## config.mk

```make
export PLATFORM = sky130hd
export DESIGN_NAME = i2s_dac_tx_flat
export DESIGN_NICKNAME = d
export VERILOG_FILES = /design/src/rtl/audio_pkg.sv /design/src/rtl/i2s_dac_tx_if.sv /design/src/rtl/i2s_bit_timer.sv /design/src/rtl/i2s_dac_tx.sv /design/src/flat_wrapper.sv
export SDC_FILE = /design/constraint.sdc
export NUM_CORES = 1
export LEC_CHECK = 0
export BUFFER_PORTS_ARGS = -buffer_cell sky130_fd_sc_hd__buf_2
export CORE_ASPECT_RATIO = 1.25
export CORE_MARGIN = 10
export CORE_UTILIZATION = 50
export CTS_CLUSTER_SIZE = 10
export DETAILED_ROUTE_END_ITERATION = 8
export PLACE_DENSITY = 0.71
export SYNTH_ARGS = -nofsm -noshare
export SYNTH_HDL_FRONTEND = slang
export SYNTH_SLANG_ARGS = --single-unit
```

## constraint.sdc

```tcl
create_clock -name clk -period 1.9 [get_ports clk]
set_input_delay 0 -clock clk [delete_from_list [all_inputs] [get_ports clk]]
set_output_delay 0 -clock clk [all_outputs]
set_load 0.005 [all_outputs]
```

## src/rtl/audio_pkg.sv

```systemverilog
// Shared audio types and defaults for the output path (sample width, I2S slot size, load source).
package audio_pkg;
    localparam int AUDIO_DATA_W  = 16;
    localparam int I2S_SLOT_W    = 32;
    localparam int I2S_BCLK_HALF = 8;

    typedef logic signed [AUDIO_DATA_W-1:0] sample_t;
    typedef struct packed {
        sample_t l;
        sample_t r;
    } stereo_t;

    typedef enum logic [1:0] {
        LOAD_ZERO,
        LOAD_HOLD,
        LOAD_REPEAT
    } load_src_e;
endpackage

```

## src/rtl/i2s_dac_tx_if.sv

```systemverilog
// Sample-in / I2S-out bundle between the effect core, the serializer and the DAC pins.
interface i2s_dac_tx_if #(
    parameter int DATA_W = 16
);
    logic              VALID;
    logic [DATA_W-1:0] left_in;
    logic [DATA_W-1:0] right_in;
    logic              clr_status;
    logic              bclk;
    logic              lrclk;
    logic              sdata;
    logic              frame_start;
    logic              underrun;
    logic              overrun;

    modport master (
        output VALID, left_in, right_in, clr_status,
        input  bclk, lrclk, sdata, frame_start, underrun, overrun
    );

    modport slave (
        input  VALID, left_in, right_in, clr_status,
        output bclk, lrclk, sdata, frame_start, underrun, overrun
    );
endinterface

```

## src/rtl/i2s_bit_timer.sv

```systemverilog
// BCLK divider and bit/slot counter; strobes the BCLK falling edge and the frame wrap.
module i2s_bit_timer #(
    parameter int SLOT_W    = 32,
    parameter int BCLK_HALF = 8
) (
    input  logic clk,
    input  logic rst,
    output logic o_bclk,
    output logic o_lrclk,
    output logic o_fall_evt,
    output logic o_frame_wrap
);
    localparam int DIV_W = $clog2(BCLK_HALF);
    localparam int BIT_W = $clog2(2 * SLOT_W);

    logic [DIV_W-1:0] r_div_cnt;
    logic [BIT_W-1:0] r_bit_cnt;
    logic             r_bclk;
    logic             r_lrclk;
    logic             w_toggle;
    logic             w_fall;
    logic             w_wrap;
    logic [BIT_W-1:0] w_bit_nxt;

    assign w_toggle  = (r_div_cnt == DIV_W'(BCLK_HALF - 1));
    assign w_fall    = w_toggle & r_bclk;
    assign w_wrap    = w_fall & (r_bit_cnt == BIT_W'(2 * SLOT_W - 1));
    assign w_bit_nxt = w_wrap ? '0 : r_bit_cnt + BIT_W'(1);

    always_ff @(posedge clk) begin
        if (rst) begin
            r_div_cnt <= '0;
            r_bit_cnt <= '0;
            r_bclk    <= 1'b0;
            r_lrclk   <= 1'b0;
        end else begin
            r_div_cnt <= w_toggle ? '0 : r_div_cnt + DIV_W'(1);
            if (w_toggle) r_bclk <= ~r_bclk;
            // lrclk moves with the data on the falling edge, one bit ahead of the MSB
            if (w_fall) begin
                r_bit_cnt <= w_bit_nxt;
                r_lrclk   <= (w_bit_nxt >= BIT_W'(SLOT_W));
            end
        end
    end

    assign o_bclk       = r_bclk;
    assign o_lrclk      = r_lrclk;
    assign o_fall_evt   = w_fall;
    assign o_frame_wrap = w_wrap;
endmodule

```

## src/rtl/i2s_dac_tx.sv

```systemverilog
// Double-buffered Philips-I2S transmitter for the DAC codec.
// Define I2S_DAC_TX_STEREO_EN to carry right_in in the right slot (default: mono on both slots).
module i2s_dac_tx
    import audio_pkg::*;
#(
    parameter int DATA_W    = AUDIO_DATA_W,
    parameter int SLOT_W    = I2S_SLOT_W,
    parameter int BCLK_HALF = I2S_BCLK_HALF
) (
    input  logic        clk,
    input  logic        rst,
    i2s_dac_tx_if.slave bus
);
    localparam int FRAME_W = 2 * SLOT_W;
`ifdef I2S_DAC_TX_STEREO_EN
    localparam int HOLD_W = 2 * DATA_W;
`else
    localparam int HOLD_W = DATA_W;
`endif

    generate
        if (SLOT_W < DATA_W + 1) begin : g_slot_chk
            $error("i2s_dac_tx: SLOT_W must be >= DATA_W+1");
        end
        if (BCLK_HALF < 2) begin : g_half_chk
            $error("i2s_dac_tx: BCLK_HALF must be >= 2");
        end
    endgenerate

    // one-bit I2S delay, then MSB-first sample, zero padded to the slot end
    function automatic logic [SLOT_W-1:0] f_slot(input logic [DATA_W-1:0] s);
        f_slot = {{(SLOT_W - DATA_W){1'b0}}, s} << (SLOT_W - 1 - DATA_W);
    endfunction

    function automatic logic [FRAME_W-1:0] f_frame(input logic [HOLD_W-1:0] h);
`ifdef I2S_DAC_TX_STEREO_EN
        f_frame = {f_slot(h[HOLD_W-1 -: DATA_W]), f_slot(h[DATA_W-1:0])};
`else
        f_frame = {f_slot(h), f_slot(h)};
`endif
    endfunction

    logic               w_fall_evt;
    logic               w_frame_wrap;
    logic               w_bclk;
    logic               w_lrclk;
    logic               w_capture;
    logic [HOLD_W-1:0]  w_hold_in;
    load_src_e          w_load_src;
    logic [FRAME_W-1:0] w_frame;
    logic               w_set_underrun;
    logic               w_set_overrun;

    logic               r_valid_d;
    logic [HOLD_W-1:0]  r_hold;
    logic               r_hold_valid;
    logic               r_primed;
    logic [FRAME_W-1:0] r_shreg;
    logic               r_sdata;
    logic               r_frame_start;
    logic               r_underrun;
    logic               r_overrun;

    i2s_bit_timer #(
        .SLOT_W    (SLOT_W),
        .BCLK_HALF (BCLK_HALF)
    ) u_timer (
        .clk          (clk),
        .rst          (rst),
        .o_bclk       (w_bclk),
        .o_lrclk      (w_lrclk),
        .o_fall_evt   (w_fall_evt),
        .o_frame_wrap (w_frame_wrap)
    );

`ifdef I2S_DAC_TX_STEREO_EN
    assign w_hold_in = {bus.left_in, bus.right_in};
`else
    logic w_unused_right;
    assign w_hold_in      = bus.left_in;
    assign w_unused_right = ^bus.right_in;
`endif

    assign w_capture = bus.VALID & ~r_valid_d;

    // Once hold has been drained it still holds the last loaded sample, so a repeat reads hold too.
    always_comb begin
        w_load_src = LOAD_ZERO;
        if (r_hold_valid)  w_load_src = LOAD_HOLD;
        else if (r_primed) w_load_src = LOAD_REPEAT;
        w_frame        = (w_load_src == LOAD_ZERO) ? '0 : f_frame(r_hold);
        w_set_underrun = w_frame_wrap & (w_load_src == LOAD_REPEAT);
        w_set_overrun  = w_capture & r_hold_valid & ~w_frame_wrap;
    end

    always_ff @(posedge clk) begin
        if (rst) begin
            r_valid_d     <= 1'b0;
            r_hold        <= '0;
            r_hold_valid  <= 1'b0;
            r_primed      <= 1'b0;
            r_shreg       <= '0;
            r_sdata       <= 1'b0;
            r_frame_start <= 1'b0;
            r_underrun    <= 1'b0;
            r_overrun     <= 1'b0;
        end else begin
            r_valid_d     <= bus.VALID;
            r_frame_start <= w_frame_wrap;
            if (w_capture) begin
                r_hold       <= w_hold_in;
                r_hold_valid <= 1'b1;
                r_primed     <= 1'b1;
            end else if (w_frame_wrap) begin
                r_hold_valid <= 1'b0;
            end
            if (w_frame_wrap) begin
                r_sdata <= w_frame[FRAME_W-1];
                r_shreg <= {w_frame[FRAME_W-2:0], 1'b0};
            end else if (w_fall_evt) begin
                r_sdata <= r_shreg[FRAME_W-1];
                r_shreg <= {r_shreg[FRAME_W-2:0], 1'b0};
            end
            if (w_set_underrun)      r_underrun <= 1'b1;
            else if (bus.clr_status) r_underrun <= 1'b0;
            if (w_set_overrun)       r_overrun  <= 1'b1;
            else if (bus.clr_status) r_overrun  <= 1'b0;
        end
    end

    assign bus.bclk        = w_bclk;
    assign bus.lrclk       = w_lrclk;
    assign bus.sdata       = r_sdata;
    assign bus.frame_start = r_frame_start;
    assign bus.underrun    = r_underrun;
    assign bus.overrun     = r_overrun;
endmodule

```

## src/flat_wrapper.sv

```systemverilog
// flat-port wrapper written by rule: the top's interface ports become plain ports
module i2s_dac_tx_flat import audio_pkg::*;
#(
    parameter int DATA_W    = AUDIO_DATA_W,
    parameter int SLOT_W    = I2S_SLOT_W,
    parameter int BCLK_HALF = I2S_BCLK_HALF
)
  (clk, rst, bus_VALID, bus_left_in, bus_right_in, bus_clr_status, bus_bclk, bus_lrclk, bus_sdata, bus_frame_start, bus_underrun, bus_overrun);
  i2s_dac_tx_if #(.DATA_W(DATA_W)) bus_i ();
  input  logic clk;
  input  logic rst;
  input wire logic [$bits(bus_i.VALID)-1:0] bus_VALID;
  input wire logic [$bits(bus_i.left_in)-1:0] bus_left_in;
  input wire logic [$bits(bus_i.right_in)-1:0] bus_right_in;
  input wire logic [$bits(bus_i.clr_status)-1:0] bus_clr_status;
  output wire logic [$bits(bus_i.bclk)-1:0] bus_bclk;
  output wire logic [$bits(bus_i.lrclk)-1:0] bus_lrclk;
  output wire logic [$bits(bus_i.sdata)-1:0] bus_sdata;
  output wire logic [$bits(bus_i.frame_start)-1:0] bus_frame_start;
  output wire logic [$bits(bus_i.underrun)-1:0] bus_underrun;
  output wire logic [$bits(bus_i.overrun)-1:0] bus_overrun;
  assign bus_i.VALID = bus_VALID;
  assign bus_i.left_in = bus_left_in;
  assign bus_i.right_in = bus_right_in;
  assign bus_i.clr_status = bus_clr_status;
  assign bus_bclk = bus_i.bclk;
  assign bus_lrclk = bus_i.lrclk;
  assign bus_sdata = bus_i.sdata;
  assign bus_frame_start = bus_i.frame_start;
  assign bus_underrun = bus_i.underrun;
  assign bus_overrun = bus_i.overrun;
  i2s_dac_tx #(.DATA_W(DATA_W), .SLOT_W(SLOT_W), .BCLK_HALF(BCLK_HALF)) u_core (.clk(clk), .rst(rst), .bus(bus_i));
endmodule
```

## After elaboration in Yosys (flattened, before gate mapping)

Index checks and enable logic that the tools add are counted.

| word-level totals | value |
|---|---|
| register bits | 97 |
| output and inout bits | 6 |
| word-level logic and storage cells | 47 |

| operators by class | value |
|---|---|
| $add $sub $neg | 2 |
| order comparisons | 1 |
| eq/ne operators | 3 |
| multiplexer cells | 13 |
| bitwise logic cells | 9 |
| reductions and logical operators | 6 |

Operators by type and width:

| cell | number |
|---|---|
| 64-bit two-way mux | 2 |
| 63-bit two-way mux | 1 |
| 2-bit nonzero test | 4 |
| 1-bit two-way mux | 7 |
| 6-bit by 1-bit adder with 6-bit output (second input constant) | 1 |
| 1-bit AND | 6 |
| 6-bit == test (second input constant) | 1 |
| 6-bit greater-or-equal comparator (second input constant) | 1 |
| 6-bit two-way mux | 1 |
| 2-bit two-way mux | 2 |
| 3-bit by 1-bit adder with 3-bit output (second input constant) | 1 |
| 3-bit == test (second input constant) | 1 |
| 1-bit NOT | 3 |
| 2-bit == test (second input constant) | 1 |
| 2-bit zero test | 1 |
| 2-bit OR reduction | 1 |

## Logic depth before layout (Yosys ltp)

| depth | value |
|---|---|
| depth in word-level cells | 6 |
| mapped depth | 9 |

## Modules after synthesis

Synthesis repeated with hierarchy kept, for this count alone.

| second synthesis, totals | value |
|---|---|
| cell total of the unflattened synthesis | 339 |
| area, all modules | 3520.9 um2 |

By module, submodules not included:

| module | times used | cells each | area each (um2) | seq. area each (um2) |
|---|---|---|---|---|
| i2s_dac_tx | 1 | 290 | 3088.0 | 1421.4 |
| i2s_bit_timer | 1 | 49 | 432.9 | 200.2 |

## Least setup slack after synthesis

No wires, ideal clock.

| path | value |
|---|---|
| kind | flip-flop to flip-flop |
| from | register u_core.u_timer.r_div_cnt[0] |
| to | register u_core.r_shreg[40] |
| data arrival time | 1.532 ns |
| data required time | 1.841 ns |
| setup slack | 0.309 ns |
| cell stages (with the launch flop) | 8 |
| period minus slack after synthesis | 1.591 ns |
| path through | dfxtp_1 -> ha_1 -> ha_1 -> buf_2 -> and2_1 -> nor2_2 -> buf_2 -> a22o_1 |

| on the way | value |
|---|---|
| word-level cells in the longest chain between the ends | 4 |
| elaborated cells on any way between the ends | 5 |

Ends and longest elaborated chain:

| element | line | source |
|---|---|---|
| start, declared | i2s_bit_timer.sv:16 | `logic [DIV_W-1:0] r_div_cnt;` |
| start signal, assigned | i2s_bit_timer.sv:37 | `r_div_cnt <= w_toggle ? '0 : r_div_cnt + DIV_W'(1);` |
| 3-bit == test (*) | i2s_bit_timer.sv:25 | `assign w_toggle = (r_div_cnt == DIV_W'(BCLK_HALF - 1));` |
| 1-bit AND (*) | i2s_bit_timer.sv:26 | `assign w_fall = w_toggle & r_bclk;` |
| 1-bit AND | i2s_bit_timer.sv:27 | `assign w_wrap = w_fall & (r_bit_cnt == BIT_W'(2 * SLOT_W - 1));` |
| 64-bit two-way mux or 2-bit nonzero test (tied branches) | n/a |  |
| end signal, assigned | i2s_dac_tx.sv:119 | `r_shreg <= {w_frame[FRAME_W-2:0], 1'b0};` |
| end signal, assigned | i2s_dac_tx.sv:122 | `r_shreg <= {r_shreg[FRAME_W-2:0], 1'b0};` |
| end, declared | i2s_dac_tx.sv:58 | `logic [FRAME_W-1:0] r_shreg;` |

Every way passes the cells marked *; elsewhere a longest branch is shown, timed or not.
A chain may end at the register's enable or synchronous reset.

## Worst setup path after layout

| path | value |
|---|---|
| from | register u_core.u_timer.r_div_cnt[0] |
| to | register u_core.u_timer.r_bit_cnt[5] |

| on the way | value |
|---|---|
| word-level cells in the longest chain between the ends | 4 |

Ends and longest elaborated chain:

| element | line | source |
|---|---|---|
| 3-bit == test (*) | i2s_bit_timer.sv:25 |  |
| 1-bit AND (*) | i2s_bit_timer.sv:26 |  |
| 1-bit AND | i2s_bit_timer.sv:27 |  |
| 6-bit two-way mux | i2s_bit_timer.sv:28 | `assign w_bit_nxt = w_wrap ? '0 : r_bit_cnt + BIT_W'(1);` |
| end signal, assigned | i2s_bit_timer.sv:41 | `r_bit_cnt <= w_bit_nxt;` |
| end, declared | i2s_bit_timer.sv:17 | `logic [BIT_W-1:0] r_bit_cnt;` |

Marks and branches as above.

==> results by group <==
Global route
  • Vias in the first global route: between 2,000 and 2,500
  • Largest net degree at the start of global routing: between 60 and 70
  • First-pass GRT wire length: about 11,000 um
  • Congestion Overflow GR: 0
  • Antenna violations before repair: 0
  • GRT Overall Usage: 12.92%

CTS
  • # hold bufs at CTS: 19
  • CTS resizes: 0
  • Clock slew at reported path FFs: 0.08 ns
  • CTS Sinks: 82
  • Root buffer cell: clkbuf_8
  • Clock Latency Late Sink: ~0.34 ns
  • Post-CTS Setup Inserts: 0
  • TritonCTS clock tree: built
  • Total CTS buffers: 9
  • Max Root-Sink Buffers: 2
  • H-tree depth: 3

Logic synthesis
  • Register bit total from synthesis: between 80 and 90
  • Gate Count Post-Synth: ~330
  • Ys Warns: 0
  • Cell variety after synth: 34
  • Netlist Area Pre-Place: just over 3000 um2
  • Top cell type's share of synthesized area: 53.66%
  • Post-synth top area cell: dfxtp_1
  • Post-synthesis sequential area ratio: about 54%
  • Main area contributors after synthesis: dfxtp_1, nand2_1, a22oi_1, a22o_1, o21ai_1
  • Synth Net Count: approximately 360
  • Syn Area/Cell: 9.413 um2

Worst setup path
  • CP peak stage delay: 0.34 ns
  • WS Path Type: reg -> reg
  • Reg2Reg Depth: 7
  • Buf+Inv Stages, Crit Path: 1
  • Stages on the worst setup path: 7
  • WP data required: 2.19 ns
  • Cell Chain, Critical Path: ha_1 > ha_1 > nand2_1 > a211oi_4 > buf_4 > o21ai_0 > nand2_1
  • Worst path slowest cell: dfxtp_1
  • Crit path max-delay family: compound AO/OA/AOI/OAI gates
  • Arrival time worst endpoint: around 2.0 ns
  • Crit Path Max Fanout: 29
  • Setup crit end kind: register
  • Startpoint Class: register

Cells and area
  • Share of cells above drive strength 1: between 10% and 20%
  • Final cell count without fillers: 453
  • Area Overhead vs Synth: 17.79%
  • Diodes inserted: 0
  • Util after Layout: 61.53%
  • Most frequent cells in the layout: dfxtp_1, nand2_1, a22oi_1
  • FF+latch area: ~1600 um2
  • Post-route cell area: between 3000 and 4000 um2
  • Nets: 405
  • Area of the multi-input gates: 1261 um2
  • Fillers: approximately 500
  • Commonest non-fill, non-tap cell in the layout: dfxtp_1

Power
  • Power density cells: around 850 nW/um2
  • Max IR drop VDD: 0.5177 mV
  • Leak: roughly 1.4 nW

STA
  • WHS: between 0.4 and 0.5 ns
  • Endpoints failing hold: 0
  • Worst Skew: between 0.008 and 0.009 ns
  • Rel. slew slack: a little under three fifths
  • RSZ-0062 raised after global routing: no
  • Final setup viols: 0
  • Post-route setup TNS: 0 ns
  • Least-Margin Pin Slew: about 0.66 ns
  • Post-layout min period: 1.729 ns
  • Fin. max-slew vios: 0
  • Achievable frequency: between 0.5 and 0.6 GHz
  • Fin crit share: 90.98%

Floorplanning
  • DIE AREA: roughly 9700 um2
  • Core region area: between 5000 and 6000 um2
  • Initial Util: a little over half
  • Std cell rows: 31
  • Die X: about 90 um
  • Die Y: 107.5 um
  • Num ports: 42

Drt
  • Iteration-0 DRC Markers: between 150 and 200
  • # DRC: 0
  • Vias/cell: between 5 and 6
  • DR vias: about 2,400
  • First-pass DRT Iterations: 4
  • WL per Instance: ~13 um
  • Final wirelength: about 6000 um
  • Final ANT Viol Nets: 0

Worst hold path
  • Hold Crit Class: reg -> reg
  • Worst Hold Depth: 1

Placed design
  • Final GP Congestion: between 0.7 and 0.8
  • Post-DP Area: 3233 um2
  • Number of buffers added on ports: 25
  • Placed cells: between 400 and 500
  • Detailed placement HPWL: roughly 3600 um

Outcome
  • Status: finished clean

Job
  • Max-Cap Viols: 0
[worst paths after layout]
check,endpoint,slack (ns),start
setup / recovery,u_core.u_timer.r_bit_cnt[5],0.17,u_core.u_timer.r_div_cnt[0]
hold / removal,u_core.u_timer.r_div_cnt[0],0.43,u_core.u_timer.r_div_cnt[0]
setup reg to reg,u_core.u_timer.r_bit_cnt[5],0.17,u_core.u_timer.r_div_cnt[0]
hold reg to reg,u_core.u_timer.r_div_cnt[0],0.43,u_core.u_timer.r_div_cnt[0]
[flip-flops by register name, indices dropped and copies added (netlist names)]
| signal | count |
|---|---|
| u_core.bus.frame_start | 1 |
| u_core.bus.overrun | 1 |
| u_core.bus.sdata | 1 |
| u_core.bus.underrun | 1 |
| u_core.r_hold | 16 |
| u_core.r_hold_valid | 1 |
| u_core.r_primed | 1 |
| u_core.r_shreg | 48 |
| u_core.r_valid_d | 1 |
| u_core.u_timer.o_bclk | 1 |
| u_core.u_timer.o_lrclk | 1 |
| u_core.u_timer.r_bit_cnt | 6 |
| u_core.u_timer.r_div_cnt | 3 |
[power by group]
| part | internal (mW) | leakage [nW] | switching [mW] |
|---|---|---|---|
| clock network | 0.539 | 0.0988 | 0.596 |
| logic | 0.0701 | 0.597 | 0.0752 |
| registers | 1.75 | 0.664 | 0.0210 |
[routing by layer]
layer	track usage [%]	part of all wire [%]	up-vias
li1	-	-	1225
met1	15.38	46	1113
met2	21.10	49	28
met3	2.791	2.8	13
met4	7.631	2.7	0
met5	0	0	-
[metrics by stage]
step / power [mW] / setup WS [ns]
after floorplan: 1.877 / 0.3095
after global placement: 1.921 / 0.2257
after detailed placement: 1.925 / 0.2023
after CTS: 3.070 / 0.1698
after global routing: 3.186 / 0.04482
final: 3.049 / 0.1714
[final cells by class]
cell class                 count  area share [%]
clock buffer                  11           4.201
clock inverter                 5          0.7986
inverter                       2          0.2083
multi-input combinational    216           35.00
sequential                    82           45.56
tap                           82           2.847
timing repair buffer          55           11.39
[cell usage after synthesis]
library cell and number:
mux2i_1 1, nand4_1 1, a32oi_1 2, ha_1 3
nor2_2 1, nor3_1 3, a211oi_2 1, buf_4 1
dfxtp_1 82, clkbuf_1 4, xor2_1 2, buf_1 3
nor3b_1 2, nand2_1 71, o21ai_0 2, nand3_1 2
buf_2 11, and4_4 1, and2_1 1, nor3_4 1
xnor2_1 2, inv_1 2, buf_6 6, a21oi_1 19
nor2_1 16, o21ai_2 10, a22oi_1 34, o21ai_1 20
nand4_2 1, o21a_1 1, nor2b_1 2, nand3_2 1
a22o_1 15, nand2b_1 1
[cells by family (layout without fill, tap and decap cells)]
kind of cell | after synthesis | count (layout) | share of synthesized area, %
AOI/OAI and AO/OA | 104 | 104 | 23.44
and+or+nand+nor | 104 | 104 | 14.85
DFF | 82 | 82 | 53.66
buffers and inverters | 27 | 73 | 5.358
xor gates and xnor gates | 4 | 4 | 1.145
adders and majority gates | 3 | 3 | 1.227
muxes | 1 | 1 | 0.3272
(Power assumes the default switching activity.)
